**src/rtl/peripheral_axi4_pkg.sv**
```systemverilog
// peripheral_axi4_pkg
// Shared definitions for the two-master AXI4 arbiter: default field widths,
// write/read FSM state encodings, AXI burst/response codes and a handshake
// helper. Imported by the interface, the arbiter core and the bench.
package peripheral_axi4_pkg;

  localparam int AXI_ID_WIDTH_DEF   = 8;
  localparam int AXI_ADDR_WIDTH_DEF = 64;
  localparam int AXI_DATA_WIDTH_DEF = 64;
  localparam int AXI_STRB_WIDTH_DEF = AXI_DATA_WIDTH_DEF / 8;
  localparam int AXI_USER_WIDTH_DEF = 8;

  localparam logic [1:0] AXI_BURST_FIXED = 2'b00;
  localparam logic [1:0] AXI_BURST_INCR  = 2'b01;
  localparam logic [1:0] AXI_BURST_WRAP  = 2'b10;

  localparam logic [1:0] AXI_RESP_OKAY   = 2'b00;
  localparam logic [1:0] AXI_RESP_EXOKAY = 2'b01;
  localparam logic [1:0] AXI_RESP_SLVERR = 2'b10;
  localparam logic [1:0] AXI_RESP_DECERR = 2'b11;

  typedef enum logic [1:0] {
    W_IDLE = 2'd0,
    W_ADDR = 2'd1,
    W_DATA = 2'd2,
    W_RESP = 2'd3
  } wr_state_e;

  typedef enum logic [1:0] {
    R_IDLE = 2'd0,
    R_ADDR = 2'd1,
    R_DATA = 2'd2
  } rd_state_e;

  // A transfer completes on a rising edge where valid and ready are both 1.
  function automatic logic axi_hs(input logic valid, input logic ready);
    return valid & ready;
  endfunction

endpackage

```
**src/rtl/peripheral_axi4_arbiter_if.sv**
```systemverilog
// peripheral_axi4_arbiter_if
// One full AXI4 port (AW, W, B, AR, R channels).
// Handshake rule for every channel: the source raises valid with stable
// payload and holds both until the sink's ready is seen high on a rising edge;
// ready may be raised or lowered freely and never waits on an edge by itself.
// Modports:
//   master - drives AW/W/AR payload+valid, B/R ready; receives the rest.
//   slave  - the mirror image.
interface peripheral_axi4_arbiter_if #(
  parameter int ID_W   = peripheral_axi4_pkg::AXI_ID_WIDTH_DEF,
  parameter int ADDR_W = peripheral_axi4_pkg::AXI_ADDR_WIDTH_DEF,
  parameter int DATA_W = peripheral_axi4_pkg::AXI_DATA_WIDTH_DEF,
  parameter int STRB_W = peripheral_axi4_pkg::AXI_STRB_WIDTH_DEF,
  parameter int USER_W = peripheral_axi4_pkg::AXI_USER_WIDTH_DEF
);
  logic [ID_W-1:0]   aw_id;
  logic [ADDR_W-1:0] aw_addr;
  logic [7:0]        aw_len;
  logic [2:0]        aw_size;
  logic [1:0]        aw_burst;
  logic              aw_lock;
  logic [3:0]        aw_cache;
  logic [2:0]        aw_prot;
  logic [3:0]        aw_qos;
  logic [3:0]        aw_region;
  logic [USER_W-1:0] aw_user;
  logic              aw_valid;
  logic              aw_ready;

  logic [DATA_W-1:0] w_data;
  logic [STRB_W-1:0] w_strb;
  logic              w_last;
  logic [USER_W-1:0] w_user;
  logic              w_valid;
  logic              w_ready;

  logic [ID_W-1:0]   b_id;
  logic [1:0]        b_resp;
  logic [USER_W-1:0] b_user;
  logic              b_valid;
  logic              b_ready;

  logic [ID_W-1:0]   ar_id;
  logic [ADDR_W-1:0] ar_addr;
  logic [7:0]        ar_len;
  logic [2:0]        ar_size;
  logic [1:0]        ar_burst;
  logic              ar_lock;
  logic [3:0]        ar_cache;
  logic [2:0]        ar_prot;
  logic [3:0]        ar_qos;
  logic [3:0]        ar_region;
  logic [USER_W-1:0] ar_user;
  logic              ar_valid;
  logic              ar_ready;

  logic [ID_W-1:0]   r_id;
  logic [DATA_W-1:0] r_data;
  logic [1:0]        r_resp;
  logic              r_last;
  logic [USER_W-1:0] r_user;
  logic              r_valid;
  logic              r_ready;

  modport master (
    output aw_id, aw_addr, aw_len, aw_size, aw_burst, aw_lock, aw_cache,
           aw_prot, aw_qos, aw_region, aw_user, aw_valid,
    input  aw_ready,
    output w_data, w_strb, w_last, w_user, w_valid,
    input  w_ready,
    input  b_id, b_resp, b_user, b_valid,
    output b_ready,
    output ar_id, ar_addr, ar_len, ar_size, ar_burst, ar_lock, ar_cache,
           ar_prot, ar_qos, ar_region, ar_user, ar_valid,
    input  ar_ready,
    input  r_id, r_data, r_resp, r_last, r_user, r_valid,
    output r_ready
  );

  modport slave (
    input  aw_id, aw_addr, aw_len, aw_size, aw_burst, aw_lock, aw_cache,
           aw_prot, aw_qos, aw_region, aw_user, aw_valid,
    output aw_ready,
    input  w_data, w_strb, w_last, w_user, w_valid,
    output w_ready,
    output b_id, b_resp, b_user, b_valid,
    input  b_ready,
    input  ar_id, ar_addr, ar_len, ar_size, ar_burst, ar_lock, ar_cache,
           ar_prot, ar_qos, ar_region, ar_user, ar_valid,
    output ar_ready,
    output r_id, r_data, r_resp, r_last, r_user, r_valid,
    input  r_ready
  );

endinterface

```
**src/rtl/peripheral_arbiter_rr.sv**
```systemverilog
// peripheral_arbiter_rr
// Two-way round-robin picker.
// Ports:
//   clk_i, rst_i - clock, synchronous active-high reset
//   req_i[1:0]   - request per master
//   en_i         - a grant is being taken this cycle if any request is up
//   gnt_o        - index of the master that would be granted now
// last_q remembers the most recent grant; it resets to 1 so that master 0
// wins the first contested round.
module peripheral_arbiter_rr (
  input  logic       clk_i,
  input  logic       rst_i,
  input  logic [1:0] req_i,
  input  logic       en_i,
  output logic       gnt_o
);

  logic last_q;

  always_comb begin
    gnt_o = 1'b0;
    if (req_i == 2'b11) gnt_o = ~last_q;
    else if (req_i[1])  gnt_o = 1'b1;
  end

  always_ff @(posedge clk_i) begin
    if (rst_i)                  last_q <= 1'b1;
    else if (en_i && |req_i)    last_q <= gnt_o;
  end

endmodule

```
**src/rtl/peripheral_axi4_arbiter.sv**
```systemverilog
// peripheral_axi4_arbiter
// Shares one AXI4 slave port between two masters. Writes and reads are owned
// by independent FSMs, each with one transaction outstanding and its own
// round-robin arbiter. Once granted, payload and handshakes are forwarded
// combinationally; only the owning master of a channel sees valid/ready.
// Ports:
//   clk_i, rst_i          - clock, synchronous active-high reset
//   m0_axi, m1_axi        - upstream master ports (slave modport)
//   s_axi                 - shared downstream port (master modport)
//   wr_grant_o/rd_grant_o - index of current write/read owner
//   wr_busy_o/rd_busy_o   - write/read FSM not idle
//   wr_state_o/rd_state_o - FSM state, for observation
module peripheral_axi4_arbiter
  import peripheral_axi4_pkg::*;
#(
  parameter int AXI_ID_WIDTH   = AXI_ID_WIDTH_DEF,
  parameter int AXI_ADDR_WIDTH = AXI_ADDR_WIDTH_DEF,
  parameter int AXI_DATA_WIDTH = AXI_DATA_WIDTH_DEF,
  parameter int AXI_STRB_WIDTH = AXI_STRB_WIDTH_DEF,
  parameter int AXI_USER_WIDTH = AXI_USER_WIDTH_DEF
) (
  input  logic                         clk_i,
  input  logic                         rst_i,
  peripheral_axi4_arbiter_if.slave     m0_axi,
  peripheral_axi4_arbiter_if.slave     m1_axi,
  peripheral_axi4_arbiter_if.master    s_axi,
  output logic                         wr_grant_o,
  output logic                         rd_grant_o,
  output logic                         wr_busy_o,
  output logic                         rd_busy_o,
  output wr_state_e                    wr_state_o,
  output rd_state_e                    rd_state_o
);

  wr_state_e wr_state_q;
  rd_state_e rd_state_q;
  logic      wr_grant_q, rd_grant_q;
  logic      wr_busy_q, rd_busy_q;
  logic      wr_arb_gnt, rd_arb_gnt;
  logic [1:0] wr_req, rd_req;

  assign wr_req = {m1_axi.aw_valid, m0_axi.aw_valid};
  assign rd_req = {m1_axi.ar_valid, m0_axi.ar_valid};

  // Channel ownership. Masked by rst_i so that nothing handshakes in the
  // cycle a reset lands mid-transfer.
  logic wr_addr_ph, wr_data_ph, wr_resp_ph, rd_addr_ph, rd_data_ph;
  assign wr_addr_ph = ~rst_i && (wr_state_q == W_ADDR);
  assign wr_data_ph = ~rst_i && (wr_state_q == W_DATA);
  assign wr_resp_ph = ~rst_i && (wr_state_q == W_RESP);
  assign rd_addr_ph = ~rst_i && (rd_state_q == R_ADDR);
  assign rd_data_ph = ~rst_i && (rd_state_q == R_DATA);

  peripheral_arbiter_rr u_wr_arb (
    .clk_i (clk_i),
    .rst_i (rst_i),
    .req_i (wr_req),
    .en_i  (wr_state_q == W_IDLE),
    .gnt_o (wr_arb_gnt)
  );

  peripheral_arbiter_rr u_rd_arb (
    .clk_i (clk_i),
    .rst_i (rst_i),
    .req_i (rd_req),
    .en_i  (rd_state_q == R_IDLE),
    .gnt_o (rd_arb_gnt)
  );

  // ---------------- write FSM ----------------
  always_ff @(posedge clk_i) begin
    if (rst_i) begin
      wr_state_q <= W_IDLE;
      wr_grant_q <= 1'b0;
      wr_busy_q  <= 1'b0;
    end else begin
      case (wr_state_q)
        W_IDLE: if (|wr_req) begin
          wr_state_q <= W_ADDR;
          wr_grant_q <= wr_arb_gnt;
          wr_busy_q  <= 1'b1;
        end
        W_ADDR: if (axi_hs(s_axi.aw_valid, s_axi.aw_ready)) wr_state_q <= W_DATA;
        W_DATA: if (axi_hs(s_axi.w_valid, s_axi.w_ready) && s_axi.w_last)
          wr_state_q <= W_RESP;
        W_RESP: if (axi_hs(s_axi.b_valid, s_axi.b_ready)) begin
          wr_state_q <= W_IDLE;
          wr_busy_q  <= 1'b0;
        end
        default: begin
          wr_state_q <= W_IDLE;
          wr_busy_q  <= 1'b0;
        end
      endcase
    end
  end

  // ---------------- read FSM ----------------
  always_ff @(posedge clk_i) begin
    if (rst_i) begin
      rd_state_q <= R_IDLE;
      rd_grant_q <= 1'b0;
      rd_busy_q  <= 1'b0;
    end else begin
      case (rd_state_q)
        R_IDLE: if (|rd_req) begin
          rd_state_q <= R_ADDR;
          rd_grant_q <= rd_arb_gnt;
          rd_busy_q  <= 1'b1;
        end
        R_ADDR: if (axi_hs(s_axi.ar_valid, s_axi.ar_ready)) rd_state_q <= R_DATA;
        R_DATA: if (axi_hs(s_axi.r_valid, s_axi.r_ready) && s_axi.r_last) begin
          rd_state_q <= R_IDLE;
          rd_busy_q  <= 1'b0;
        end
        default: begin
          rd_state_q <= R_IDLE;
          rd_busy_q  <= 1'b0;
        end
      endcase
    end
  end

  assign wr_grant_o = wr_grant_q;
  assign rd_grant_o = rd_grant_q;
  assign wr_busy_o  = wr_busy_q;
  assign rd_busy_o  = rd_busy_q;
  assign wr_state_o = wr_state_q;
  assign rd_state_o = rd_state_q;

  // ---------------- AW ----------------
  logic [AXI_ID_WIDTH-1:0]   aw_id_sel, ar_id_sel;
  logic [AXI_ADDR_WIDTH-1:0] aw_addr_sel, ar_addr_sel;
  logic [AXI_USER_WIDTH-1:0] aw_user_sel, ar_user_sel, w_user_sel;
  logic [AXI_DATA_WIDTH-1:0] w_data_sel;
  logic [AXI_STRB_WIDTH-1:0] w_strb_sel;

  assign aw_id_sel   = wr_grant_q ? m1_axi.aw_id   : m0_axi.aw_id;
  assign aw_addr_sel = wr_grant_q ? m1_axi.aw_addr : m0_axi.aw_addr;
  assign aw_user_sel = wr_grant_q ? m1_axi.aw_user : m0_axi.aw_user;

  assign s_axi.aw_id     = aw_id_sel;
  assign s_axi.aw_addr   = aw_addr_sel;
  assign s_axi.aw_user   = aw_user_sel;
  assign s_axi.aw_len    = wr_grant_q ? m1_axi.aw_len    : m0_axi.aw_len;
  assign s_axi.aw_size   = wr_grant_q ? m1_axi.aw_size   : m0_axi.aw_size;
  assign s_axi.aw_burst  = wr_grant_q ? m1_axi.aw_burst  : m0_axi.aw_burst;
  assign s_axi.aw_lock   = wr_grant_q ? m1_axi.aw_lock   : m0_axi.aw_lock;
  assign s_axi.aw_cache  = wr_grant_q ? m1_axi.aw_cache  : m0_axi.aw_cache;
  assign s_axi.aw_prot   = wr_grant_q ? m1_axi.aw_prot   : m0_axi.aw_prot;
  assign s_axi.aw_qos    = wr_grant_q ? m1_axi.aw_qos    : m0_axi.aw_qos;
  assign s_axi.aw_region = wr_grant_q ? m1_axi.aw_region : m0_axi.aw_region;
  assign s_axi.aw_valid  = wr_addr_ph & (wr_grant_q ? m1_axi.aw_valid : m0_axi.aw_valid);
  assign m0_axi.aw_ready = wr_addr_ph & ~wr_grant_q & s_axi.aw_ready;
  assign m1_axi.aw_ready = wr_addr_ph &  wr_grant_q & s_axi.aw_ready;

  // ---------------- W (only after AW is accepted) ----------------
  assign w_data_sel = wr_grant_q ? m1_axi.w_data : m0_axi.w_data;
  assign w_strb_sel = wr_grant_q ? m1_axi.w_strb : m0_axi.w_strb;
  assign w_user_sel = wr_grant_q ? m1_axi.w_user : m0_axi.w_user;

  assign s_axi.w_data   = w_data_sel;
  assign s_axi.w_strb   = w_strb_sel;
  assign s_axi.w_user   = w_user_sel;
  assign s_axi.w_last   = wr_grant_q ? m1_axi.w_last : m0_axi.w_last;
  assign s_axi.w_valid  = wr_data_ph & (wr_grant_q ? m1_axi.w_valid : m0_axi.w_valid);
  assign m0_axi.w_ready = wr_data_ph & ~wr_grant_q & s_axi.w_ready;
  assign m1_axi.w_ready = wr_data_ph &  wr_grant_q & s_axi.w_ready;

  // ---------------- B (payload broadcast, valid steered) ----------------
  assign m0_axi.b_id    = s_axi.b_id;
  assign m0_axi.b_resp  = s_axi.b_resp;
  assign m0_axi.b_user  = s_axi.b_user;
  assign m1_axi.b_id    = s_axi.b_id;
  assign m1_axi.b_resp  = s_axi.b_resp;
  assign m1_axi.b_user  = s_axi.b_user;
  assign m0_axi.b_valid = wr_resp_ph & ~wr_grant_q & s_axi.b_valid;
  assign m1_axi.b_valid = wr_resp_ph &  wr_grant_q & s_axi.b_valid;
  assign s_axi.b_ready  = wr_resp_ph & (wr_grant_q ? m1_axi.b_ready : m0_axi.b_ready);

  // ---------------- AR ----------------
  assign ar_id_sel   = rd_grant_q ? m1_axi.ar_id   : m0_axi.ar_id;
  assign ar_addr_sel = rd_grant_q ? m1_axi.ar_addr : m0_axi.ar_addr;
  assign ar_user_sel = rd_grant_q ? m1_axi.ar_user : m0_axi.ar_user;

  assign s_axi.ar_id     = ar_id_sel;
  assign s_axi.ar_addr   = ar_addr_sel;
  assign s_axi.ar_user   = ar_user_sel;
  assign s_axi.ar_len    = rd_grant_q ? m1_axi.ar_len    : m0_axi.ar_len;
  assign s_axi.ar_size   = rd_grant_q ? m1_axi.ar_size   : m0_axi.ar_size;
  assign s_axi.ar_burst  = rd_grant_q ? m1_axi.ar_burst  : m0_axi.ar_burst;
  assign s_axi.ar_lock   = rd_grant_q ? m1_axi.ar_lock   : m0_axi.ar_lock;
  assign s_axi.ar_cache  = rd_grant_q ? m1_axi.ar_cache  : m0_axi.ar_cache;
  assign s_axi.ar_prot   = rd_grant_q ? m1_axi.ar_prot   : m0_axi.ar_prot;
  assign s_axi.ar_qos    = rd_grant_q ? m1_axi.ar_qos    : m0_axi.ar_qos;
  assign s_axi.ar_region = rd_grant_q ? m1_axi.ar_region : m0_axi.ar_region;
  assign s_axi.ar_valid  = rd_addr_ph & (rd_grant_q ? m1_axi.ar_valid : m0_axi.ar_valid);
  assign m0_axi.ar_ready = rd_addr_ph & ~rd_grant_q & s_axi.ar_ready;
  assign m1_axi.ar_ready = rd_addr_ph &  rd_grant_q & s_axi.ar_ready;

  // ---------------- R (payload broadcast, valid steered) ----------------
  assign m0_axi.r_id    = s_axi.r_id;
  assign m0_axi.r_data  = s_axi.r_data;
  assign m0_axi.r_resp  = s_axi.r_resp;
  assign m0_axi.r_last  = s_axi.r_last;
  assign m0_axi.r_user  = s_axi.r_user;
  assign m1_axi.r_id    = s_axi.r_id;
  assign m1_axi.r_data  = s_axi.r_data;
  assign m1_axi.r_resp  = s_axi.r_resp;
  assign m1_axi.r_last  = s_axi.r_last;
  assign m1_axi.r_user  = s_axi.r_user;
  assign m0_axi.r_valid = rd_data_ph & ~rd_grant_q & s_axi.r_valid;
  assign m1_axi.r_valid = rd_data_ph &  rd_grant_q & s_axi.r_valid;
  assign s_axi.r_ready  = rd_data_ph & (rd_grant_q ? m1_axi.r_ready : m0_axi.r_ready);

endmodule

```
**src/flat_wrapper.sv**
```systemverilog
// flat-port wrapper written by rule: the top's interface ports become plain ports
module peripheral_axi4_arbiter_flat import peripheral_axi4_pkg::*;
#(
  parameter int AXI_ID_WIDTH   = AXI_ID_WIDTH_DEF,
  parameter int AXI_ADDR_WIDTH = AXI_ADDR_WIDTH_DEF,
  parameter int AXI_DATA_WIDTH = AXI_DATA_WIDTH_DEF,
  parameter int AXI_STRB_WIDTH = AXI_STRB_WIDTH_DEF,
  parameter int AXI_USER_WIDTH = AXI_USER_WIDTH_DEF
)
  (clk_i, rst_i, wr_grant_o, rd_grant_o, wr_busy_o, rd_busy_o, wr_state_o, rd_state_o, m0_axi_aw_id, m0_axi_aw_addr, m0_axi_aw_len, m0_axi_aw_size, m0_axi_aw_burst, m0_axi_aw_lock, m0_axi_aw_cache, m0_axi_aw_prot, m0_axi_aw_qos, m0_axi_aw_region, m0_axi_aw_user, m0_axi_aw_valid, m0_axi_aw_ready, m0_axi_w_data, m0_axi_w_strb, m0_axi_w_last, m0_axi_w_user, m0_axi_w_valid, m0_axi_w_ready, m0_axi_b_id, m0_axi_b_resp, m0_axi_b_user, m0_axi_b_valid, m0_axi_b_ready, m0_axi_ar_id, m0_axi_ar_addr, m0_axi_ar_len, m0_axi_ar_size, m0_axi_ar_burst, m0_axi_ar_lock, m0_axi_ar_cache, m0_axi_ar_prot, m0_axi_ar_qos, m0_axi_ar_region, m0_axi_ar_user, m0_axi_ar_valid, m0_axi_ar_ready, m0_axi_r_id, m0_axi_r_data, m0_axi_r_resp, m0_axi_r_last, m0_axi_r_user, m0_axi_r_valid, m0_axi_r_ready, m1_axi_aw_id, m1_axi_aw_addr, m1_axi_aw_len, m1_axi_aw_size, m1_axi_aw_burst, m1_axi_aw_lock, m1_axi_aw_cache, m1_axi_aw_prot, m1_axi_aw_qos, m1_axi_aw_region, m1_axi_aw_user, m1_axi_aw_valid, m1_axi_aw_ready, m1_axi_w_data, m1_axi_w_strb, m1_axi_w_last, m1_axi_w_user, m1_axi_w_valid, m1_axi_w_ready, m1_axi_b_id, m1_axi_b_resp, m1_axi_b_user, m1_axi_b_valid, m1_axi_b_ready, m1_axi_ar_id, m1_axi_ar_addr, m1_axi_ar_len, m1_axi_ar_size, m1_axi_ar_burst, m1_axi_ar_lock, m1_axi_ar_cache, m1_axi_ar_prot, m1_axi_ar_qos, m1_axi_ar_region, m1_axi_ar_user, m1_axi_ar_valid, m1_axi_ar_ready, m1_axi_r_id, m1_axi_r_data, m1_axi_r_resp, m1_axi_r_last, m1_axi_r_user, m1_axi_r_valid, m1_axi_r_ready, s_axi_aw_id, s_axi_aw_addr, s_axi_aw_len, s_axi_aw_size, s_axi_aw_burst, s_axi_aw_lock, s_axi_aw_cache, s_axi_aw_prot, s_axi_aw_qos, s_axi_aw_region, s_axi_aw_user, s_axi_aw_valid, s_axi_aw_ready, s_axi_w_data, s_axi_w_strb, s_axi_w_last, s_axi_w_user, s_axi_w_valid, s_axi_w_ready, s_axi_b_id, s_axi_b_resp, s_axi_b_user, s_axi_b_valid, s_axi_b_ready, s_axi_ar_id, s_axi_ar_addr, s_axi_ar_len, s_axi_ar_size, s_axi_ar_burst, s_axi_ar_lock, s_axi_ar_cache, s_axi_ar_prot, s_axi_ar_qos, s_axi_ar_region, s_axi_ar_user, s_axi_ar_valid, s_axi_ar_ready, s_axi_r_id, s_axi_r_data, s_axi_r_resp, s_axi_r_last, s_axi_r_user, s_axi_r_valid, s_axi_r_ready);
  peripheral_axi4_arbiter_if m0_axi_i ();
  peripheral_axi4_arbiter_if m1_axi_i ();
  peripheral_axi4_arbiter_if s_axi_i ();
  input  logic clk_i;
  input  logic rst_i;
  output logic wr_grant_o;
  output logic rd_grant_o;
  output logic wr_busy_o;
  output logic rd_busy_o;
  output wr_state_e wr_state_o;
  output rd_state_e rd_state_o;
  input wire logic [$bits(m0_axi_i.aw_id)-1:0] m0_axi_aw_id;
  input wire logic [$bits(m0_axi_i.aw_addr)-1:0] m0_axi_aw_addr;
  input wire logic [$bits(m0_axi_i.aw_len)-1:0] m0_axi_aw_len;
  input wire logic [$bits(m0_axi_i.aw_size)-1:0] m0_axi_aw_size;
  input wire logic [$bits(m0_axi_i.aw_burst)-1:0] m0_axi_aw_burst;
  input wire logic [$bits(m0_axi_i.aw_lock)-1:0] m0_axi_aw_lock;
  input wire logic [$bits(m0_axi_i.aw_cache)-1:0] m0_axi_aw_cache;
  input wire logic [$bits(m0_axi_i.aw_prot)-1:0] m0_axi_aw_prot;
  input wire logic [$bits(m0_axi_i.aw_qos)-1:0] m0_axi_aw_qos;
  input wire logic [$bits(m0_axi_i.aw_region)-1:0] m0_axi_aw_region;
  input wire logic [$bits(m0_axi_i.aw_user)-1:0] m0_axi_aw_user;
  input wire logic [$bits(m0_axi_i.aw_valid)-1:0] m0_axi_aw_valid;
  output wire logic [$bits(m0_axi_i.aw_ready)-1:0] m0_axi_aw_ready;
  input wire logic [$bits(m0_axi_i.w_data)-1:0] m0_axi_w_data;
  input wire logic [$bits(m0_axi_i.w_strb)-1:0] m0_axi_w_strb;
  input wire logic [$bits(m0_axi_i.w_last)-1:0] m0_axi_w_last;
  input wire logic [$bits(m0_axi_i.w_user)-1:0] m0_axi_w_user;
  input wire logic [$bits(m0_axi_i.w_valid)-1:0] m0_axi_w_valid;
  output wire logic [$bits(m0_axi_i.w_ready)-1:0] m0_axi_w_ready;
  output wire logic [$bits(m0_axi_i.b_id)-1:0] m0_axi_b_id;
  output wire logic [$bits(m0_axi_i.b_resp)-1:0] m0_axi_b_resp;
  output wire logic [$bits(m0_axi_i.b_user)-1:0] m0_axi_b_user;
  output wire logic [$bits(m0_axi_i.b_valid)-1:0] m0_axi_b_valid;
  input wire logic [$bits(m0_axi_i.b_ready)-1:0] m0_axi_b_ready;
  input wire logic [$bits(m0_axi_i.ar_id)-1:0] m0_axi_ar_id;
  input wire logic [$bits(m0_axi_i.ar_addr)-1:0] m0_axi_ar_addr;
  input wire logic [$bits(m0_axi_i.ar_len)-1:0] m0_axi_ar_len;
  input wire logic [$bits(m0_axi_i.ar_size)-1:0] m0_axi_ar_size;
  input wire logic [$bits(m0_axi_i.ar_burst)-1:0] m0_axi_ar_burst;
  input wire logic [$bits(m0_axi_i.ar_lock)-1:0] m0_axi_ar_lock;
  input wire logic [$bits(m0_axi_i.ar_cache)-1:0] m0_axi_ar_cache;
  input wire logic [$bits(m0_axi_i.ar_prot)-1:0] m0_axi_ar_prot;
  input wire logic [$bits(m0_axi_i.ar_qos)-1:0] m0_axi_ar_qos;
  input wire logic [$bits(m0_axi_i.ar_region)-1:0] m0_axi_ar_region;
  input wire logic [$bits(m0_axi_i.ar_user)-1:0] m0_axi_ar_user;
  input wire logic [$bits(m0_axi_i.ar_valid)-1:0] m0_axi_ar_valid;
  output wire logic [$bits(m0_axi_i.ar_ready)-1:0] m0_axi_ar_ready;
  output wire logic [$bits(m0_axi_i.r_id)-1:0] m0_axi_r_id;
  output wire logic [$bits(m0_axi_i.r_data)-1:0] m0_axi_r_data;
  output wire logic [$bits(m0_axi_i.r_resp)-1:0] m0_axi_r_resp;
  output wire logic [$bits(m0_axi_i.r_last)-1:0] m0_axi_r_last;
  output wire logic [$bits(m0_axi_i.r_user)-1:0] m0_axi_r_user;
  output wire logic [$bits(m0_axi_i.r_valid)-1:0] m0_axi_r_valid;
  input wire logic [$bits(m0_axi_i.r_ready)-1:0] m0_axi_r_ready;
  input wire logic [$bits(m1_axi_i.aw_id)-1:0] m1_axi_aw_id;
  input wire logic [$bits(m1_axi_i.aw_addr)-1:0] m1_axi_aw_addr;
  input wire logic [$bits(m1_axi_i.aw_len)-1:0] m1_axi_aw_len;
  input wire logic [$bits(m1_axi_i.aw_size)-1:0] m1_axi_aw_size;
  input wire logic [$bits(m1_axi_i.aw_burst)-1:0] m1_axi_aw_burst;
  input wire logic [$bits(m1_axi_i.aw_lock)-1:0] m1_axi_aw_lock;
  input wire logic [$bits(m1_axi_i.aw_cache)-1:0] m1_axi_aw_cache;
  input wire logic [$bits(m1_axi_i.aw_prot)-1:0] m1_axi_aw_prot;
  input wire logic [$bits(m1_axi_i.aw_qos)-1:0] m1_axi_aw_qos;
  input wire logic [$bits(m1_axi_i.aw_region)-1:0] m1_axi_aw_region;
  input wire logic [$bits(m1_axi_i.aw_user)-1:0] m1_axi_aw_user;
  input wire logic [$bits(m1_axi_i.aw_valid)-1:0] m1_axi_aw_valid;
  output wire logic [$bits(m1_axi_i.aw_ready)-1:0] m1_axi_aw_ready;
  input wire logic [$bits(m1_axi_i.w_data)-1:0] m1_axi_w_data;
  input wire logic [$bits(m1_axi_i.w_strb)-1:0] m1_axi_w_strb;
  input wire logic [$bits(m1_axi_i.w_last)-1:0] m1_axi_w_last;
  input wire logic [$bits(m1_axi_i.w_user)-1:0] m1_axi_w_user;
  input wire logic [$bits(m1_axi_i.w_valid)-1:0] m1_axi_w_valid;
  output wire logic [$bits(m1_axi_i.w_ready)-1:0] m1_axi_w_ready;
  output wire logic [$bits(m1_axi_i.b_id)-1:0] m1_axi_b_id;
  output wire logic [$bits(m1_axi_i.b_resp)-1:0] m1_axi_b_resp;
  output wire logic [$bits(m1_axi_i.b_user)-1:0] m1_axi_b_user;
  output wire logic [$bits(m1_axi_i.b_valid)-1:0] m1_axi_b_valid;
  input wire logic [$bits(m1_axi_i.b_ready)-1:0] m1_axi_b_ready;
  input wire logic [$bits(m1_axi_i.ar_id)-1:0] m1_axi_ar_id;
  input wire logic [$bits(m1_axi_i.ar_addr)-1:0] m1_axi_ar_addr;
  input wire logic [$bits(m1_axi_i.ar_len)-1:0] m1_axi_ar_len;
  input wire logic [$bits(m1_axi_i.ar_size)-1:0] m1_axi_ar_size;
  input wire logic [$bits(m1_axi_i.ar_burst)-1:0] m1_axi_ar_burst;
  input wire logic [$bits(m1_axi_i.ar_lock)-1:0] m1_axi_ar_lock;
  input wire logic [$bits(m1_axi_i.ar_cache)-1:0] m1_axi_ar_cache;
  input wire logic [$bits(m1_axi_i.ar_prot)-1:0] m1_axi_ar_prot;
  input wire logic [$bits(m1_axi_i.ar_qos)-1:0] m1_axi_ar_qos;
  input wire logic [$bits(m1_axi_i.ar_region)-1:0] m1_axi_ar_region;
  input wire logic [$bits(m1_axi_i.ar_user)-1:0] m1_axi_ar_user;
  input wire logic [$bits(m1_axi_i.ar_valid)-1:0] m1_axi_ar_valid;
  output wire logic [$bits(m1_axi_i.ar_ready)-1:0] m1_axi_ar_ready;
  output wire logic [$bits(m1_axi_i.r_id)-1:0] m1_axi_r_id;
  output wire logic [$bits(m1_axi_i.r_data)-1:0] m1_axi_r_data;
  output wire logic [$bits(m1_axi_i.r_resp)-1:0] m1_axi_r_resp;
  output wire logic [$bits(m1_axi_i.r_last)-1:0] m1_axi_r_last;
  output wire logic [$bits(m1_axi_i.r_user)-1:0] m1_axi_r_user;
  output wire logic [$bits(m1_axi_i.r_valid)-1:0] m1_axi_r_valid;
  input wire logic [$bits(m1_axi_i.r_ready)-1:0] m1_axi_r_ready;
  output wire logic [$bits(s_axi_i.aw_id)-1:0] s_axi_aw_id;
  output wire logic [$bits(s_axi_i.aw_addr)-1:0] s_axi_aw_addr;
  output wire logic [$bits(s_axi_i.aw_len)-1:0] s_axi_aw_len;
  output wire logic [$bits(s_axi_i.aw_size)-1:0] s_axi_aw_size;
  output wire logic [$bits(s_axi_i.aw_burst)-1:0] s_axi_aw_burst;
  output wire logic [$bits(s_axi_i.aw_lock)-1:0] s_axi_aw_lock;
  output wire logic [$bits(s_axi_i.aw_cache)-1:0] s_axi_aw_cache;
  output wire logic [$bits(s_axi_i.aw_prot)-1:0] s_axi_aw_prot;
  output wire logic [$bits(s_axi_i.aw_qos)-1:0] s_axi_aw_qos;
  output wire logic [$bits(s_axi_i.aw_region)-1:0] s_axi_aw_region;
  output wire logic [$bits(s_axi_i.aw_user)-1:0] s_axi_aw_user;
  output wire logic [$bits(s_axi_i.aw_valid)-1:0] s_axi_aw_valid;
  input wire logic [$bits(s_axi_i.aw_ready)-1:0] s_axi_aw_ready;
  output wire logic [$bits(s_axi_i.w_data)-1:0] s_axi_w_data;
  output wire logic [$bits(s_axi_i.w_strb)-1:0] s_axi_w_strb;
  output wire logic [$bits(s_axi_i.w_last)-1:0] s_axi_w_last;
  output wire logic [$bits(s_axi_i.w_user)-1:0] s_axi_w_user;
  output wire logic [$bits(s_axi_i.w_valid)-1:0] s_axi_w_valid;
  input wire logic [$bits(s_axi_i.w_ready)-1:0] s_axi_w_ready;
  input wire logic [$bits(s_axi_i.b_id)-1:0] s_axi_b_id;
  input wire logic [$bits(s_axi_i.b_resp)-1:0] s_axi_b_resp;
  input wire logic [$bits(s_axi_i.b_user)-1:0] s_axi_b_user;
  input wire logic [$bits(s_axi_i.b_valid)-1:0] s_axi_b_valid;
  output wire logic [$bits(s_axi_i.b_ready)-1:0] s_axi_b_ready;
  output wire logic [$bits(s_axi_i.ar_id)-1:0] s_axi_ar_id;
  output wire logic [$bits(s_axi_i.ar_addr)-1:0] s_axi_ar_addr;
  output wire logic [$bits(s_axi_i.ar_len)-1:0] s_axi_ar_len;
  output wire logic [$bits(s_axi_i.ar_size)-1:0] s_axi_ar_size;
  output wire logic [$bits(s_axi_i.ar_burst)-1:0] s_axi_ar_burst;
  output wire logic [$bits(s_axi_i.ar_lock)-1:0] s_axi_ar_lock;
  output wire logic [$bits(s_axi_i.ar_cache)-1:0] s_axi_ar_cache;
  output wire logic [$bits(s_axi_i.ar_prot)-1:0] s_axi_ar_prot;
  output wire logic [$bits(s_axi_i.ar_qos)-1:0] s_axi_ar_qos;
  output wire logic [$bits(s_axi_i.ar_region)-1:0] s_axi_ar_region;
  output wire logic [$bits(s_axi_i.ar_user)-1:0] s_axi_ar_user;
  output wire logic [$bits(s_axi_i.ar_valid)-1:0] s_axi_ar_valid;
  input wire logic [$bits(s_axi_i.ar_ready)-1:0] s_axi_ar_ready;
  input wire logic [$bits(s_axi_i.r_id)-1:0] s_axi_r_id;
  input wire logic [$bits(s_axi_i.r_data)-1:0] s_axi_r_data;
  input wire logic [$bits(s_axi_i.r_resp)-1:0] s_axi_r_resp;
  input wire logic [$bits(s_axi_i.r_last)-1:0] s_axi_r_last;
  input wire logic [$bits(s_axi_i.r_user)-1:0] s_axi_r_user;
  input wire logic [$bits(s_axi_i.r_valid)-1:0] s_axi_r_valid;
  output wire logic [$bits(s_axi_i.r_ready)-1:0] s_axi_r_ready;
  assign m0_axi_i.aw_id = m0_axi_aw_id;
  assign m0_axi_i.aw_addr = m0_axi_aw_addr;
  assign m0_axi_i.aw_len = m0_axi_aw_len;
  assign m0_axi_i.aw_size = m0_axi_aw_size;
  assign m0_axi_i.aw_burst = m0_axi_aw_burst;
  assign m0_axi_i.aw_lock = m0_axi_aw_lock;
  assign m0_axi_i.aw_cache = m0_axi_aw_cache;
  assign m0_axi_i.aw_prot = m0_axi_aw_prot;
  assign m0_axi_i.aw_qos = m0_axi_aw_qos;
  assign m0_axi_i.aw_region = m0_axi_aw_region;
  assign m0_axi_i.aw_user = m0_axi_aw_user;
  assign m0_axi_i.aw_valid = m0_axi_aw_valid;
  assign m0_axi_aw_ready = m0_axi_i.aw_ready;
  assign m0_axi_i.w_data = m0_axi_w_data;
  assign m0_axi_i.w_strb = m0_axi_w_strb;
  assign m0_axi_i.w_last = m0_axi_w_last;
  assign m0_axi_i.w_user = m0_axi_w_user;
  assign m0_axi_i.w_valid = m0_axi_w_valid;
  assign m0_axi_w_ready = m0_axi_i.w_ready;
  assign m0_axi_b_id = m0_axi_i.b_id;
  assign m0_axi_b_resp = m0_axi_i.b_resp;
  assign m0_axi_b_user = m0_axi_i.b_user;
  assign m0_axi_b_valid = m0_axi_i.b_valid;
  assign m0_axi_i.b_ready = m0_axi_b_ready;
  assign m0_axi_i.ar_id = m0_axi_ar_id;
  assign m0_axi_i.ar_addr = m0_axi_ar_addr;
  assign m0_axi_i.ar_len = m0_axi_ar_len;
  assign m0_axi_i.ar_size = m0_axi_ar_size;
  assign m0_axi_i.ar_burst = m0_axi_ar_burst;
  assign m0_axi_i.ar_lock = m0_axi_ar_lock;
  assign m0_axi_i.ar_cache = m0_axi_ar_cache;
  assign m0_axi_i.ar_prot = m0_axi_ar_prot;
  assign m0_axi_i.ar_qos = m0_axi_ar_qos;
  assign m0_axi_i.ar_region = m0_axi_ar_region;
  assign m0_axi_i.ar_user = m0_axi_ar_user;
  assign m0_axi_i.ar_valid = m0_axi_ar_valid;
  assign m0_axi_ar_ready = m0_axi_i.ar_ready;
  assign m0_axi_r_id = m0_axi_i.r_id;
  assign m0_axi_r_data = m0_axi_i.r_data;
  assign m0_axi_r_resp = m0_axi_i.r_resp;
  assign m0_axi_r_last = m0_axi_i.r_last;
  assign m0_axi_r_user = m0_axi_i.r_user;
  assign m0_axi_r_valid = m0_axi_i.r_valid;
  assign m0_axi_i.r_ready = m0_axi_r_ready;
  assign m1_axi_i.aw_id = m1_axi_aw_id;
  assign m1_axi_i.aw_addr = m1_axi_aw_addr;
  assign m1_axi_i.aw_len = m1_axi_aw_len;
  assign m1_axi_i.aw_size = m1_axi_aw_size;
  assign m1_axi_i.aw_burst = m1_axi_aw_burst;
  assign m1_axi_i.aw_lock = m1_axi_aw_lock;
  assign m1_axi_i.aw_cache = m1_axi_aw_cache;
  assign m1_axi_i.aw_prot = m1_axi_aw_prot;
  assign m1_axi_i.aw_qos = m1_axi_aw_qos;
  assign m1_axi_i.aw_region = m1_axi_aw_region;
  assign m1_axi_i.aw_user = m1_axi_aw_user;
  assign m1_axi_i.aw_valid = m1_axi_aw_valid;
  assign m1_axi_aw_ready = m1_axi_i.aw_ready;
  assign m1_axi_i.w_data = m1_axi_w_data;
  assign m1_axi_i.w_strb = m1_axi_w_strb;
  assign m1_axi_i.w_last = m1_axi_w_last;
  assign m1_axi_i.w_user = m1_axi_w_user;
  assign m1_axi_i.w_valid = m1_axi_w_valid;
  assign m1_axi_w_ready = m1_axi_i.w_ready;
  assign m1_axi_b_id = m1_axi_i.b_id;
  assign m1_axi_b_resp = m1_axi_i.b_resp;
  assign m1_axi_b_user = m1_axi_i.b_user;
  assign m1_axi_b_valid = m1_axi_i.b_valid;
  assign m1_axi_i.b_ready = m1_axi_b_ready;
  assign m1_axi_i.ar_id = m1_axi_ar_id;
  assign m1_axi_i.ar_addr = m1_axi_ar_addr;
  assign m1_axi_i.ar_len = m1_axi_ar_len;
  assign m1_axi_i.ar_size = m1_axi_ar_size;
  assign m1_axi_i.ar_burst = m1_axi_ar_burst;
  assign m1_axi_i.ar_lock = m1_axi_ar_lock;
  assign m1_axi_i.ar_cache = m1_axi_ar_cache;
  assign m1_axi_i.ar_prot = m1_axi_ar_prot;
  assign m1_axi_i.ar_qos = m1_axi_ar_qos;
  assign m1_axi_i.ar_region = m1_axi_ar_region;
  assign m1_axi_i.ar_user = m1_axi_ar_user;
  assign m1_axi_i.ar_valid = m1_axi_ar_valid;
  assign m1_axi_ar_ready = m1_axi_i.ar_ready;
  assign m1_axi_r_id = m1_axi_i.r_id;
  assign m1_axi_r_data = m1_axi_i.r_data;
  assign m1_axi_r_resp = m1_axi_i.r_resp;
  assign m1_axi_r_last = m1_axi_i.r_last;
  assign m1_axi_r_user = m1_axi_i.r_user;
  assign m1_axi_r_valid = m1_axi_i.r_valid;
  assign m1_axi_i.r_ready = m1_axi_r_ready;
  assign s_axi_aw_id = s_axi_i.aw_id;
  assign s_axi_aw_addr = s_axi_i.aw_addr;
  assign s_axi_aw_len = s_axi_i.aw_len;
  assign s_axi_aw_size = s_axi_i.aw_size;
  assign s_axi_aw_burst = s_axi_i.aw_burst;
  assign s_axi_aw_lock = s_axi_i.aw_lock;
  assign s_axi_aw_cache = s_axi_i.aw_cache;
  assign s_axi_aw_prot = s_axi_i.aw_prot;
  assign s_axi_aw_qos = s_axi_i.aw_qos;
  assign s_axi_aw_region = s_axi_i.aw_region;
  assign s_axi_aw_user = s_axi_i.aw_user;
  assign s_axi_aw_valid = s_axi_i.aw_valid;
  assign s_axi_i.aw_ready = s_axi_aw_ready;
  assign s_axi_w_data = s_axi_i.w_data;
  assign s_axi_w_strb = s_axi_i.w_strb;
  assign s_axi_w_last = s_axi_i.w_last;
  assign s_axi_w_user = s_axi_i.w_user;
  assign s_axi_w_valid = s_axi_i.w_valid;
  assign s_axi_i.w_ready = s_axi_w_ready;
  assign s_axi_i.b_id = s_axi_b_id;
  assign s_axi_i.b_resp = s_axi_b_resp;
  assign s_axi_i.b_user = s_axi_b_user;
  assign s_axi_i.b_valid = s_axi_b_valid;
  assign s_axi_b_ready = s_axi_i.b_ready;
  assign s_axi_ar_id = s_axi_i.ar_id;
  assign s_axi_ar_addr = s_axi_i.ar_addr;
  assign s_axi_ar_len = s_axi_i.ar_len;
  assign s_axi_ar_size = s_axi_i.ar_size;
  assign s_axi_ar_burst = s_axi_i.ar_burst;
  assign s_axi_ar_lock = s_axi_i.ar_lock;
  assign s_axi_ar_cache = s_axi_i.ar_cache;
  assign s_axi_ar_prot = s_axi_i.ar_prot;
  assign s_axi_ar_qos = s_axi_i.ar_qos;
  assign s_axi_ar_region = s_axi_i.ar_region;
  assign s_axi_ar_user = s_axi_i.ar_user;
  assign s_axi_ar_valid = s_axi_i.ar_valid;
  assign s_axi_i.ar_ready = s_axi_ar_ready;
  assign s_axi_i.r_id = s_axi_r_id;
  assign s_axi_i.r_data = s_axi_r_data;
  assign s_axi_i.r_resp = s_axi_r_resp;
  assign s_axi_i.r_last = s_axi_r_last;
  assign s_axi_i.r_user = s_axi_r_user;
  assign s_axi_i.r_valid = s_axi_r_valid;
  assign s_axi_r_ready = s_axi_i.r_ready;
  peripheral_axi4_arbiter #(.AXI_ID_WIDTH(AXI_ID_WIDTH), .AXI_ADDR_WIDTH(AXI_ADDR_WIDTH), .AXI_DATA_WIDTH(AXI_DATA_WIDTH), .AXI_STRB_WIDTH(AXI_STRB_WIDTH), .AXI_USER_WIDTH(AXI_USER_WIDTH)) u_core (.clk_i(clk_i), .rst_i(rst_i), .m0_axi(m0_axi_i), .m1_axi(m1_axi_i), .s_axi(s_axi_i), .wr_grant_o(wr_grant_o), .rd_grant_o(rd_grant_o), .wr_busy_o(wr_busy_o), .rd_busy_o(rd_busy_o), .wr_state_o(wr_state_o), .rd_state_o(rd_state_o));
endmodule
```
**config.mk**
```make
export PLATFORM = sky130hd
export DESIGN_NAME = peripheral_axi4_arbiter_flat
export DESIGN_NICKNAME = d
export VERILOG_FILES = /design/src/rtl/peripheral_axi4_pkg.sv /design/src/rtl/peripheral_axi4_arbiter_if.sv /design/src/rtl/peripheral_arbiter_rr.sv /design/src/rtl/peripheral_axi4_arbiter.sv /design/src/flat_wrapper.sv
export SDC_FILE = /design/constraint.sdc
export NUM_CORES = 1
export LEC_CHECK = 0
export BUFFER_PORTS_ARGS = -buffer_cell sky130_fd_sc_hd__buf_4
export CELL_PAD_IN_SITES_DETAIL_PLACEMENT = 0
export CELL_PAD_IN_SITES_GLOBAL_PLACEMENT = 1
export CORE_AREA = 5 5 482 484
export DETAILED_ROUTE_END_ITERATION = 10
export DIE_AREA = 0 0 487 489
export PLACE_DENSITY = 0.34
export SLEW_MARGIN = 25
export SYNTH_ARGS = -nofsm -noshare
export SYNTH_HDL_FRONTEND = slang
export SYNTH_SLANG_ARGS = --single-unit
```
**constraint.sdc**
```tcl
create_clock -name clk_i -period 2.5 [get_ports clk_i]
set_clock_uncertainty 0.15 [all_clocks]
set_input_delay 0.25 -clock clk_i [delete_from_list [all_inputs] [get_ports clk_i]]
set_output_delay 0.25 -clock clk_i [all_outputs]
set_load 0.1 [all_outputs]
```
==> parameters.txt, run 1 <==
Parameter                              Value

Status
  Outcome ... complete, no violations

Timing
  Slack of the critical path ... 0.06257 ns
  Number of pins with negative max-slew slack in the final report ... 0
  Final hold vios ... 0
  Highest clock frequency the design can meet ... 0.4103 GHz
  Slew at the pin with the worst max-slew slack ... 0.5953 ns
  Total negative setup slack ... 0 ns
  Period utilization ... 97.50%
  Worst slew slack as a fraction of its limit ... 60.31%
  Min cycle time layout ... 2.437 ns
  Number of setup violations in the final report ... 0
  RSZ-0062 raised after global routing ... false

Yosys
  Total standard cell area after synthesis ... 5754 sq um
  Synthesis Warnings ... 0
  Cell with the most instances after synthesis ... sky130_fd_sc_hd__mux2_2
  Mapped Nets ... 1348
  Proportion of register bits with asynchronous set or reset after synthesis ... 0%
  Avg Synthesized Cell Area ... 9.163 sq um
  Sequential element share of the synthesized area ... 3.479%
  Number of distinct standard cells referenced by the synthesized netlist ... 33
  Instance count of the mapped netlist ... 628
  Leading post-synthesis cells by cell area ... sky130_fd_sc_hd__mux2_2, sky130_fd_sc_hd__buf_4, sky130_fd_sc_hd__dfxtp_1, sky130_fd_sc_hd__buf_2, sky130_fd_sc_hd__mux2i_1
  Count of flip-flops with a built-in enable after synthesis ... 0
  Commonest cells post-synth ... sky130_fd_sc_hd__mux2_2, sky130_fd_sc_hd__buf_4, sky130_fd_sc_hd__buf_2
  Most common flop cell mapped by yosys ... sky130_fd_sc_hd__dfxtp_1
  Synthesized flop and latch total ... 10
  Area fraction of the dominant cell type after synthesis ... 58.32%
  Area leader, netlist ... sky130_fd_sc_hd__mux2_2

Die
  Row Count ... 175
  Die boundary width ... 487 um
  Starting density of the core ... 2.537%
  Die Area ... 238100 sq um
  Overall die height ... 489 um
  Placeable core area ... 226800 sq um
  Number of top-level pins ... 1240

Setup path
  Ordered cell list for the critical path ... buf_4 -> mux2_2 -> buf_4
  Critical Path Slowest Stage Cell ... sky130_fd_sc_hd__mux2_2
  R2r startpoint ... u_core.wr_grant_o
  Start-to-end type of the worst setup path ... reg -> out
  Data required time of the worst path ... 2.10 ns
  Data arrival at the endpoint of the critical path ... 2.04 ns
  Maximum single-stage delay on the critical path ... 0.52 ns
  Worst Setup Start Kind ... flop
  Highest fanout seen on the critical path ... 35
  Reg2Reg Setup Slack ... 0.37 ns
  Critical R2R Capture ... u_core.wr_state_o[0]
  Cell count of the worst reg-to-reg path ... 5
  Critical Path End Type ... output port
  Most used cell, CP ... sky130_fd_sc_hd__buf_4

Detailed routing
  Via count ... 8737
  Router iterations before antenna repair ... 4
  Average detailed-routed wire length per instance ... 34.54 um
  Antenna Violating Nets Remaining ... 0
  First DRT Iteration DRCs ... 304
  Vias per Instance ... 1.995
  Routed Wire Length ... 151200 um
  Post-route DRC ... 0

Cells and area
  Syn-to-layout area delta ... 166.9%
  Final-layout fill cell count ... 26900
  Area of the multi-input gates ... 3951 sq um
  Fraction of layout cells with a size suffix above 1 ... 94.68%
  Footprint of the flip-flops and latches ... 210.2 sq um
  Final net count ... 2076

Global routing
  Residual overflow from global routing ... 0
  Largest net degree at the start of global routing ... 39
  Total routing usage reported by global routing ... 12.00%
  Vias in the first global route ... 9431
  Wire length of the first global-routing pass ... 171000 um
  Number of antenna violations at the first check in global routing ... 117

Clock network
  Clock tree from TritonCTS ... built
  Number of buffers added for setup after CTS ... 0
  Maximum root-to-sink buffer count ... 2
  Hold-fix buffers, CTS ... 0
  Cell at the root of the clock tree ... sky130_fd_sc_hd__clkbuf_16
  Clock net sink count ... 10
  Clk slew on worst S/H paths ... 0.05 ns
  Clock buffer count from CTS ... 3
  # resized after CTS ... 0
  Clock latency at the later pin of the worst-skew pair ... 0.24 ns
  Max H-tree Level ... 1

Worst hold path
  Endpoint with the worst hold slack ... u_core.rd_grant_o
  Hold wc startpoint ... m1_axi_ar_valid
  Min-delay worst type ... in -> reg
  Worst Hold Path Cells ... 3

Power
  Static Leakage ... 0.006093 uW
  Worst ir drop on vdd ... 0.3933 mV
  Post-layout total power ... 10460 uW
  Pwr/cell area ... 680.9 nW/um^2

Place
  Number of buffers inserted by port buffering ... 939
  Weighted congestion reported at the end of routability-driven placement ... 1.059
  Post-Place Worst Slack ... 0.3193 ns
  Placed wire-length estimate ... 146200 um

Run
  Maxcap violations ... 0
layout by cell type, fill, tap and decap left out, drive strengths merged, types with 2 or more instances in the layout:
cell type    n
inv          8
nor3b        2
o21ai        2
o31ai        2
nor3         7
dfxtp       10
nand2       13
diode       16
mux2i        7
nand2b       2
clkbuf       3
o211ai       2
nor2b        3
mux2       298
a21oi        4
nor2        13
buf        961
ha           4
layer usage:
metal	wire length, um	global-route usage (%)	vias to the layer above
met1	48810	11.58	3883
met5	454	0.5636	-
met3	28020	9.590	263
met4	4436	2.484	36
li1	-	-	3483
met2	69510	20.06	1072
worst max-delay path, delay by kind of cell, from the launching register on:
kind	cells	cell delay (ns)
buffers and inverters	2	0.76
flip-flops	1	0.43
multiplexers	1	0.52
cell type report:
class | count | share of cell area (%)
antenna | 16 | 0.2606
clock buffer | 3 | 0.4887
inverter | 8 | 0.1955
multi-input combinational | 372 | 25.72
sequential | 10 | 1.368
tap | 3009 | 24.51
timing repair buffer | 961 | 47.45
power by group:
group          internal (uW)  switching, uW
Sequential               206           68.3
Combinational           2420           7480
Clock                    209           84.9
Total                   2830           7630
state kept, by name, summed over array words and instances (netlist names):
| register | count |
|---|---|
| u_core.wr_grant_o | 1 |
| u_core.u_rd_arb.last_q | 1 |
| u_core.u_wr_arb.last_q | 1 |
| u_core.rd_grant_o | 1 |
| u_core.wr_busy_o | 1 |
| u_core.rd_busy_o | 1 |
| u_core.wr_state_o | 2 |
| u_core.rd_state_o | 2 |
logic make-up (layout without fill, tap and decap cells):
logic type	count (synthesis)	after routing	synth area share [%]
multiplexers	305	305	59.53
buffers and inverters	246	972	30.09
AND/OR/NAND/NOR	44	44	3.718
AO/OA/AOI/OAI	19	19	2.305
flip-flops	10	10	3.479
adder cells (fa/ha/maj)	4	4	0.8698
other	0	16	0
metrics by stage:
stage	cells	util, %	instance area, sq um	hold slack, ns
after floorplan	628	-	5893	0.2598
after global placement	4360	6.721	15250	0.3121
after detailed placement	4360	6.721	15250	0.3307
after CTS	4363	6.754	15320	0.1766
after global routing	4366	6.757	15330	0.1906
final	4379	6.772	15360	0.1781
worst max path at each step:
stage / start / endpoint / slack [ns] / cells past startpoint
after floorplan: u_core.rd_state_o[1] / s_axi_r_ready / -0.07 / 2
after global placement: u_core.wr_grant_o / u_core.wr_state_o[0] / 0.29 / 5
after detailed placement: u_core.wr_grant_o / s_axi_aw_addr[42] / 0.32 / 3
after CTS: u_core.wr_grant_o / m1_axi_aw_ready / 0.05 / 4
after global routing: u_core.wr_grant_o / m1_axi_aw_ready / 0.01 / 4
final: u_core.wr_grant_o / s_axi_aw_addr[41] / 0.06 / 3
Note: power is estimated with default switching activity, not from simulation.
==> run 2, diff against run 1 <==
--- a/config.mk
+++ b/config.mk
@@ -8,9 +8,10 @@
 export BUFFER_PORTS_ARGS = -buffer_cell sky130_fd_sc_hd__buf_4
 export CELL_PAD_IN_SITES_DETAIL_PLACEMENT = 0
 export CELL_PAD_IN_SITES_GLOBAL_PLACEMENT = 1
-export CORE_AREA = 5 5 482 484
+export CORE_AREA = 5 5 474 476
+export CTS_BUF_LIST = sky130_fd_sc_hd__clkbuf_4 sky130_fd_sc_hd__clkbuf_8 sky130_fd_sc_hd__clkbuf_16
 export DETAILED_ROUTE_END_ITERATION = 10
-export DIE_AREA = 0 0 487 489
+export DIE_AREA = 0 0 479 481
 export PLACE_DENSITY = 0.34
 export SLEW_MARGIN = 25
 export SYNTH_ARGS = -nofsm -noshare
==> constraint.sdc (replaced) <==
create_clock -name clk_i -period 2.59 [get_ports clk_i]
set_clock_uncertainty 0.15 [all_clocks]
set_input_delay 0.259 -clock clk_i [delete_from_list [all_inputs] [get_ports clk_i]]
set_output_delay 0.259 -clock clk_i [all_outputs]
set_load 0.1 [all_outputs]
==> parameters.txt, run 2 (synthesis gave the netlist of run 1 again) <==
Parameter                              Value

Status
  Outcome ... complete, no violations

Timing
  Period utilization ... 91.00%
  RSZ-0062 raised after global routing ... false
  Number of setup violations in the final report ... 0
  Number of pins with negative max-slew slack in the final report ... 0
  Min cycle time layout ... 2.357 ns
  Highest clock frequency the design can meet ... 0.4243 GHz
  Slew at the pin with the worst max-slew slack ... 0.5488 ns
  Worst slew slack as a fraction of its limit ... 62.69%
  Final hold vios ... 0

Setup path
  Highest fanout seen on the critical path ... 14
  Critical Path End Type ... output port
  Data required time of the worst path ... 2.18 ns
  Critical R2R Capture ... u_core.wr_state_o[0]
  Cell count of the worst reg-to-reg path ... 6
  Most used cell, CP ... sky130_fd_sc_hd__buf_4
  Critical path origin ... u_core.wr_grant_o
  Capture point of the critical path ... s_axi_w_last
  Maximum single-stage delay on the critical path ... 0.42 ns
  R2r startpoint ... u_core.wr_grant_o
  Worst Setup Start Kind ... flop
  Data arrival at the endpoint of the critical path ... 1.95 ns
  Start-to-end type of the worst setup path ... reg -> out
  Ordered cell list for the critical path ... buf_4 -> mux2i_4 -> buf_4 -> inv_1 -> buf_4
  Reg2Reg Setup Slack ... 0.37 ns
  Critical Path Slowest Stage Cell ... sky130_fd_sc_hd__mux2i_4

Detailed routing
  Routed Wire Length ... 161500 um
  First DRT Iteration DRCs ... 217
  Post-route DRC ... 0
  Router iterations before antenna repair ... 4
  Via count ... 8548
  Vias per Instance ... 2.008
  Average detailed-routed wire length per instance ... 37.95 um
  Antenna Violating Nets Remaining ... 0

Place
  Number of buffers inserted by port buffering ... 939
  Number of instances in the placed design ... 4238
  Placed wire-length estimate ... 155800 um
  Weighted congestion reported at the end of routability-driven placement ... 0.8795

Die
  Die boundary width ... 479 um
  Placeable core area ... 220600 sq um
  Overall die height ... 481 um
  Starting density of the core ... 2.609%
  Die Area ... 230400 sq um
  Row Count ... 173
  Number of top-level pins ... 1240

Cells and area
  Final core occ ... 6.926%
  Most frequent cells in the layout ... sky130_fd_sc_hd__buf_4, sky130_fd_sc_hd__mux2_2, sky130_fd_sc_hd__nand2_1
  Fraction of layout cells with a size suffix above 1 ... 94.85%
  Syn-to-layout area delta ... 165.5%
  Fin cells ... 4257
  Final net count ... 2080
  Leading cell type in the layout, fill and taps excluded ... sky130_fd_sc_hd__buf_4
  Final-layout fill cell count ... 25990

Global routing
  Met2 Track Usage GR ... 23.81%
  Residual overflow from global routing ... 0
  Number of antenna violations at the first check in global routing ... 124
  Met1 usage ... 11.06%
  Largest net degree at the start of global routing ... 46
  Vias in the first global route ... 9291
  Layer carrying the most global-route usage ... met2
  Total routing usage reported by global routing ... 13.28%
  Wire length of the first global-routing pass ... 180600 um
  Met3 usage ... 11.71%

Clock network
  Clock latency at the later pin of the worst-skew pair ... 0.25 ns
  Max H-tree Level ... 1
  Maximum root-to-sink buffer count ... 2
  Hold-fix buffers, CTS ... 0
  Cell at the root of the clock tree ... sky130_fd_sc_hd__clkbuf_16
  Clock buffer count from CTS ... 3
  Clk slew on worst S/H paths ... 0.05 ns
  Clock net sink count ... 10
  Clock tree from TritonCTS ... built

Power
  Static Leakage ... 0.006132 uW
  Pwr/cell area ... 692.3 nW/um^2
  Worst ir drop on vdd ... 0.3493 mV
  Post-layout total power ... 10580 uW

Run
  Maxcap violations ... 0

Worst hold path
  Min-delay worst type ... in -> reg
[run 2: cell types whose count changed in the layout (fill, tap and decap cells not counted)]
cell	delta
sky130_fd_sc_hd__nor2_2	+5
sky130_fd_sc_hd__buf_16	+1
sky130_fd_sc_hd__mux2i_2	+1
sky130_fd_sc_hd__buf_12	+3
sky130_fd_sc_hd__diode_2	-4
sky130_fd_sc_hd__mux2i_4	+1
sky130_fd_sc_hd__mux2i_1	-2
sky130_fd_sc_hd__nor2_4	-5
[run 2: layer usage]
metal	wire, um	share of wire (%)
met5	177	0.11
met4	4061	2.5
met3	32350	20
met2	79660	49
met1	45280	28
[run 2: timing repair]
item	CTS	global route
setup buffers	4	0
gates resized for setup	2	0
setup endpoints to repair	8	0
[run 2: worst max-delay path: cells and delay by family (launching register included)]
family                 cells  cell delay (ns)
buffers and inverters      4             0.85
multiplexers               1             0.42
flip-flops                 1             0.39
[run 2: cell type report]
cell class              instances  area [sq um]  area share (%)
diodes                         12         30.03          0.1966
inverters                       8         30.03          0.1966
repair buffers                965          7377           48.29
flip-flops and latches         10         210.2           1.376
clock buffers                   3         75.07          0.4914
well taps                    2887          3612           23.64
multi-input cells             372          3943           25.81
[run 2: worst min-delay path by stage]
stage	from	to	slack [ns]	cells after the start
after global placement	u_core.rd_busy_o	u_core.rd_busy_o	0.33	1
after CTS	m1_axi_ar_valid	u_core.u_rd_arb.last_q	0.16	3
final	m1_axi_ar_valid	u_core.u_rd_arb.last_q	0.17	3
after floorplan	rst_i	u_core.u_rd_arb.last_q	0.27	2
after global routing	m1_axi_ar_valid	u_core.u_rd_arb.last_q	0.20	3
after detailed placement	u_core.rd_busy_o	u_core.rd_busy_o	0.32	1
[run 2: metrics by stage]
step           setup TNS, ns  setup slack [ns]  hold WS (ns)  cell area (sq um)
6_report                   0            0.2331        0.1716              15280
3_3_place_gp         -0.1666           -0.1454        0.3323              15080
5_1_grt                    0            0.1533        0.1961              15250
2_1_floorplan        -0.1099          -0.06201        0.2688               5866
4_1_cts                    0            0.1189        0.1594              15250
3_5_place_dp               0          0.008898        0.3184              15080
[run 2: power breakdown]
part           internal [uW]  leakage, uW  total [uW]  switching, uW
sequential               199    0.0000850         248           48.8
combinational           2380      0.00601       10000           7650
clock                    203    0.0000370         306            103
total                   2780      0.00613       10600           7800
==> run 3, diff against run 2 <==
--- a/config.mk
+++ b/config.mk
@@ -8,11 +8,12 @@
 export BUFFER_PORTS_ARGS = -buffer_cell sky130_fd_sc_hd__buf_4
 export CELL_PAD_IN_SITES_DETAIL_PLACEMENT = 0
 export CELL_PAD_IN_SITES_GLOBAL_PLACEMENT = 1
-export CORE_AREA = 5 5 474 476
+export CORE_AREA = 5 5 482 484
 export CTS_BUF_LIST = sky130_fd_sc_hd__clkbuf_4 sky130_fd_sc_hd__clkbuf_8 sky130_fd_sc_hd__clkbuf_16
 export DETAILED_ROUTE_END_ITERATION = 10
-export DIE_AREA = 0 0 479 481
+export DIE_AREA = 0 0 487 489
 export PLACE_DENSITY = 0.34
+export SKIP_CTS_REPAIR_TIMING = 1
 export SLEW_MARGIN = 25
 export SYNTH_ARGS = -nofsm -noshare
 export SYNTH_HDL_FRONTEND = slang
==> constraint.sdc (replaced) <==
create_clock -name clk_i -period 3 [get_ports clk_i]
set_clock_uncertainty 0.15 [all_clocks]
set_input_delay 0.3 -clock clk_i [delete_from_list [all_inputs] [get_ports clk_i]]
set_output_delay 0.3 -clock clk_i [all_outputs]
set_load 0.1 [all_outputs]
==> parameters.txt, run 3 (synthesis gave the netlist of run 1 again) <==
Parameter                              Value

Setup path
  Critical R2R Capture ... u_core.wr_state_o[0]
  Data arrival at the endpoint of the critical path ... 2.10 ns
  Cell count of the worst reg-to-reg path ... 5
  Critical Path End Type ... output port
  Highest fanout seen on the critical path ... 84
  Reg2Reg Setup Slack ... 0.56 ns
  Data required time of the worst path ... 2.55 ns
  Worst Setup Start Kind ... flop
  Start-to-end type of the worst setup path ... reg -> out
  R2r startpoint ... u_core.wr_grant_o

Timing
  Worst slew slack as a fraction of its limit ... 50.13%
  RSZ-0062 raised after global routing ... false
  Slew at the pin with the worst max-slew slack ... 0.7273 ns
  Period utilization ... 85.14%
  Highest clock frequency the design can meet ... 0.3915 GHz
  Number of pins with negative max-slew slack in the final report ... 0
  Total negative setup slack ... 0 ns
  Final hold vios ... 0
  Min cycle time layout ... 2.554 ns
  Number of setup violations in the final report ... 0
  Slack of the critical path ... 0.4458 ns

Global routing
  Vias in the first global route ... 9350
  Number of antenna violations at the first check in global routing ... 97
  Total routing usage reported by global routing ... 12.34%
  Wire length of the first global-routing pass ... 174400 um
  Residual overflow from global routing ... 0
  Largest net degree at the start of global routing ... 85

Die
  Starting density of the core ... 2.537%
  Overall die height ... 489 um
  Die Area ... 238100 sq um
  Number of top-level pins ... 1240
  Die boundary width ... 487 um
  Placeable core area ... 226800 sq um
  Row Count ... 175

Detailed routing
  Router iterations before antenna repair ... 4
  Antenna Violating Nets Remaining ... 0
  Routed Wire Length ... 154900 um
  Post-route DRC ... 0
  First DRT Iteration DRCs ... 225
  Average detailed-routed wire length per instance ... 35.54 um
  Vias per Instance ... 1.942
  Via count ... 8468

Power
  Combinational cell fraction of total power ... 94.6%
  Part of the total power dissipated in sequential elements ... 2.5%
  Relative contribution of the clock network to total power ... 2.8%
  Pwr/cell area ... 588.2 nW/um^2
  Static Leakage ... 0.006013 uW
  Sw Share ... 73.88%
  Pint ... 2335 uW
  Worst ir drop on vdd ... 0.3200 mV
  Total net switching power ... 6605 uW

Worst hold path
  Hold wc startpoint ... m1_axi_ar_valid
  Min-delay worst type ... in -> reg
  Worst Hold Path Cells ... 3
  Endpoint with the worst hold slack ... u_core.u_rd_arb.last_q

Cells and area
  Final net count ... 2062
  Final-layout fill cell count ... 26810
  Final core occ ... 6.700%
  Fraction of layout cells with a size suffix above 1 ... 94.25%
  Fin cells ... 4360
  Leading cell type in the layout, fill and taps excluded ... sky130_fd_sc_hd__buf_4
  Syn-to-layout area delta ... 164.1%
  Most frequent cells in the layout ... sky130_fd_sc_hd__buf_4, sky130_fd_sc_hd__mux2_2, sky130_fd_sc_hd__nand2_1

Clock network
  Clock net sink count ... 10
  Clk slew on worst S/H paths ... 0.05 ns
  Maximum root-to-sink buffer count ... 2
  Clock buffer count from CTS ... 3
  Max H-tree Level ... 1
  Clock latency at the later pin of the worst-skew pair ... 0.25 ns
  Clock tree from TritonCTS ... built
  Cell at the root of the clock tree ... sky130_fd_sc_hd__clkbuf_16

Status
  Outcome ... complete, no violations

Place
  Post-Place Worst Slack ... 0.3024 ns
  Weighted congestion reported at the end of routability-driven placement ... 0.8746
  Number of buffers inserted by port buffering ... 939
  Number of instances in the placed design ... 4346
  Placed wire-length estimate ... 149200 um

Run
  Maxcap violations ... 0
-- run 3: cell count changes in the layout (fill, tap and decap cells not counted) --
cell and change:
sky130_fd_sc_hd__buf_12 -2, sky130_fd_sc_hd__buf_16 -1, sky130_fd_sc_hd__buf_4 -15, sky130_fd_sc_hd__dfxtp_1 +2
sky130_fd_sc_hd__dfxtp_2 -2, sky130_fd_sc_hd__diode_2 -1, sky130_fd_sc_hd__mux2i_1 +1, sky130_fd_sc_hd__mux2i_4 -1
sky130_fd_sc_hd__nor2_1 +4, sky130_fd_sc_hd__nor2_2 -3, sky130_fd_sc_hd__nor2_4 -1, sky130_fd_sc_hd__nor3_2 +3
sky130_fd_sc_hd__nor3_4 -3
-- run 3: power by group through the flow --
| stage | clock network (uW) | registers [uW] | logic, uW |
|---|---|---|---|
| 2_1_floorplan | 0 | 394 | 6630 |
| 3_3_place_gp | 0 | 232 | 8820 |
| 3_5_place_dp | 0 | 233 | 8760 |
| 4_1_cts | 267 | 232 | 8780 |
| 5_1_grt | 277 | 236 | 8830 |
| 6_report | 254 | 226 | 8460 |
-- run 3: final cells by class --
type,count,area [sq um],area share (%)
repair buffers,947,7197,47.35
multi-input cells,372,3896,25.64
well taps,3009,3765,24.77
flip-flops and latches,10,207.7,1.367
clock buffers,3,75.07,0.4939
inverters,8,30.03,0.1976
diodes,11,27.53,0.1811
-- run 3: worst max-delay path, cell delays in order, from the launching register on --
cell                      delay (ns)
sky130_fd_sc_hd__dfxtp_4        0.39
sky130_fd_sc_hd__buf_12         0.37
sky130_fd_sc_hd__mux2_2         0.49
sky130_fd_sc_hd__buf_4          0.36
-- run 3: worst max-delay path by stage --
stage                                  from                   end  depth (start not counted)  slack [ns]
after detailed placement  u_core.wr_grant_o  u_core.wr_state_o[0]                          5        0.30
after global routing      u_core.wr_grant_o         s_axi_w_valid                          4        0.27
final                     u_core.wr_grant_o       s_axi_w_strb[6]                          3        0.45
after CTS                 u_core.wr_grant_o         s_axi_w_valid                          4        0.25
after floorplan           u_core.rd_grant_o       m1_axi_ar_ready                          5       -0.41
after global placement    u_core.wr_grant_o  u_core.wr_state_o[0]                          5        0.06
-- run 3: metal layers --
metal  wire length (um)  global-route usage [%]  vias up
met2              77420                   22.27     1021
met1              46680                   11.03     3845
met5                216                  0.3623        -
met4               2310                   1.673       14
li1                   -                       -     3438
met3              28310                   9.706      150
-- run 3: stage by stage --
stage	hold slack (ns)	instance area, sq um	total power (uW)
after floorplan	0.3098	5824	7021
after global placement	0.3373	15090	9051
after detailed placement	0.3327	15100	8997
after CTS	0.1953	15170	9277
after global routing	0.2073	15180	9338
final	0.2083	15200	8940
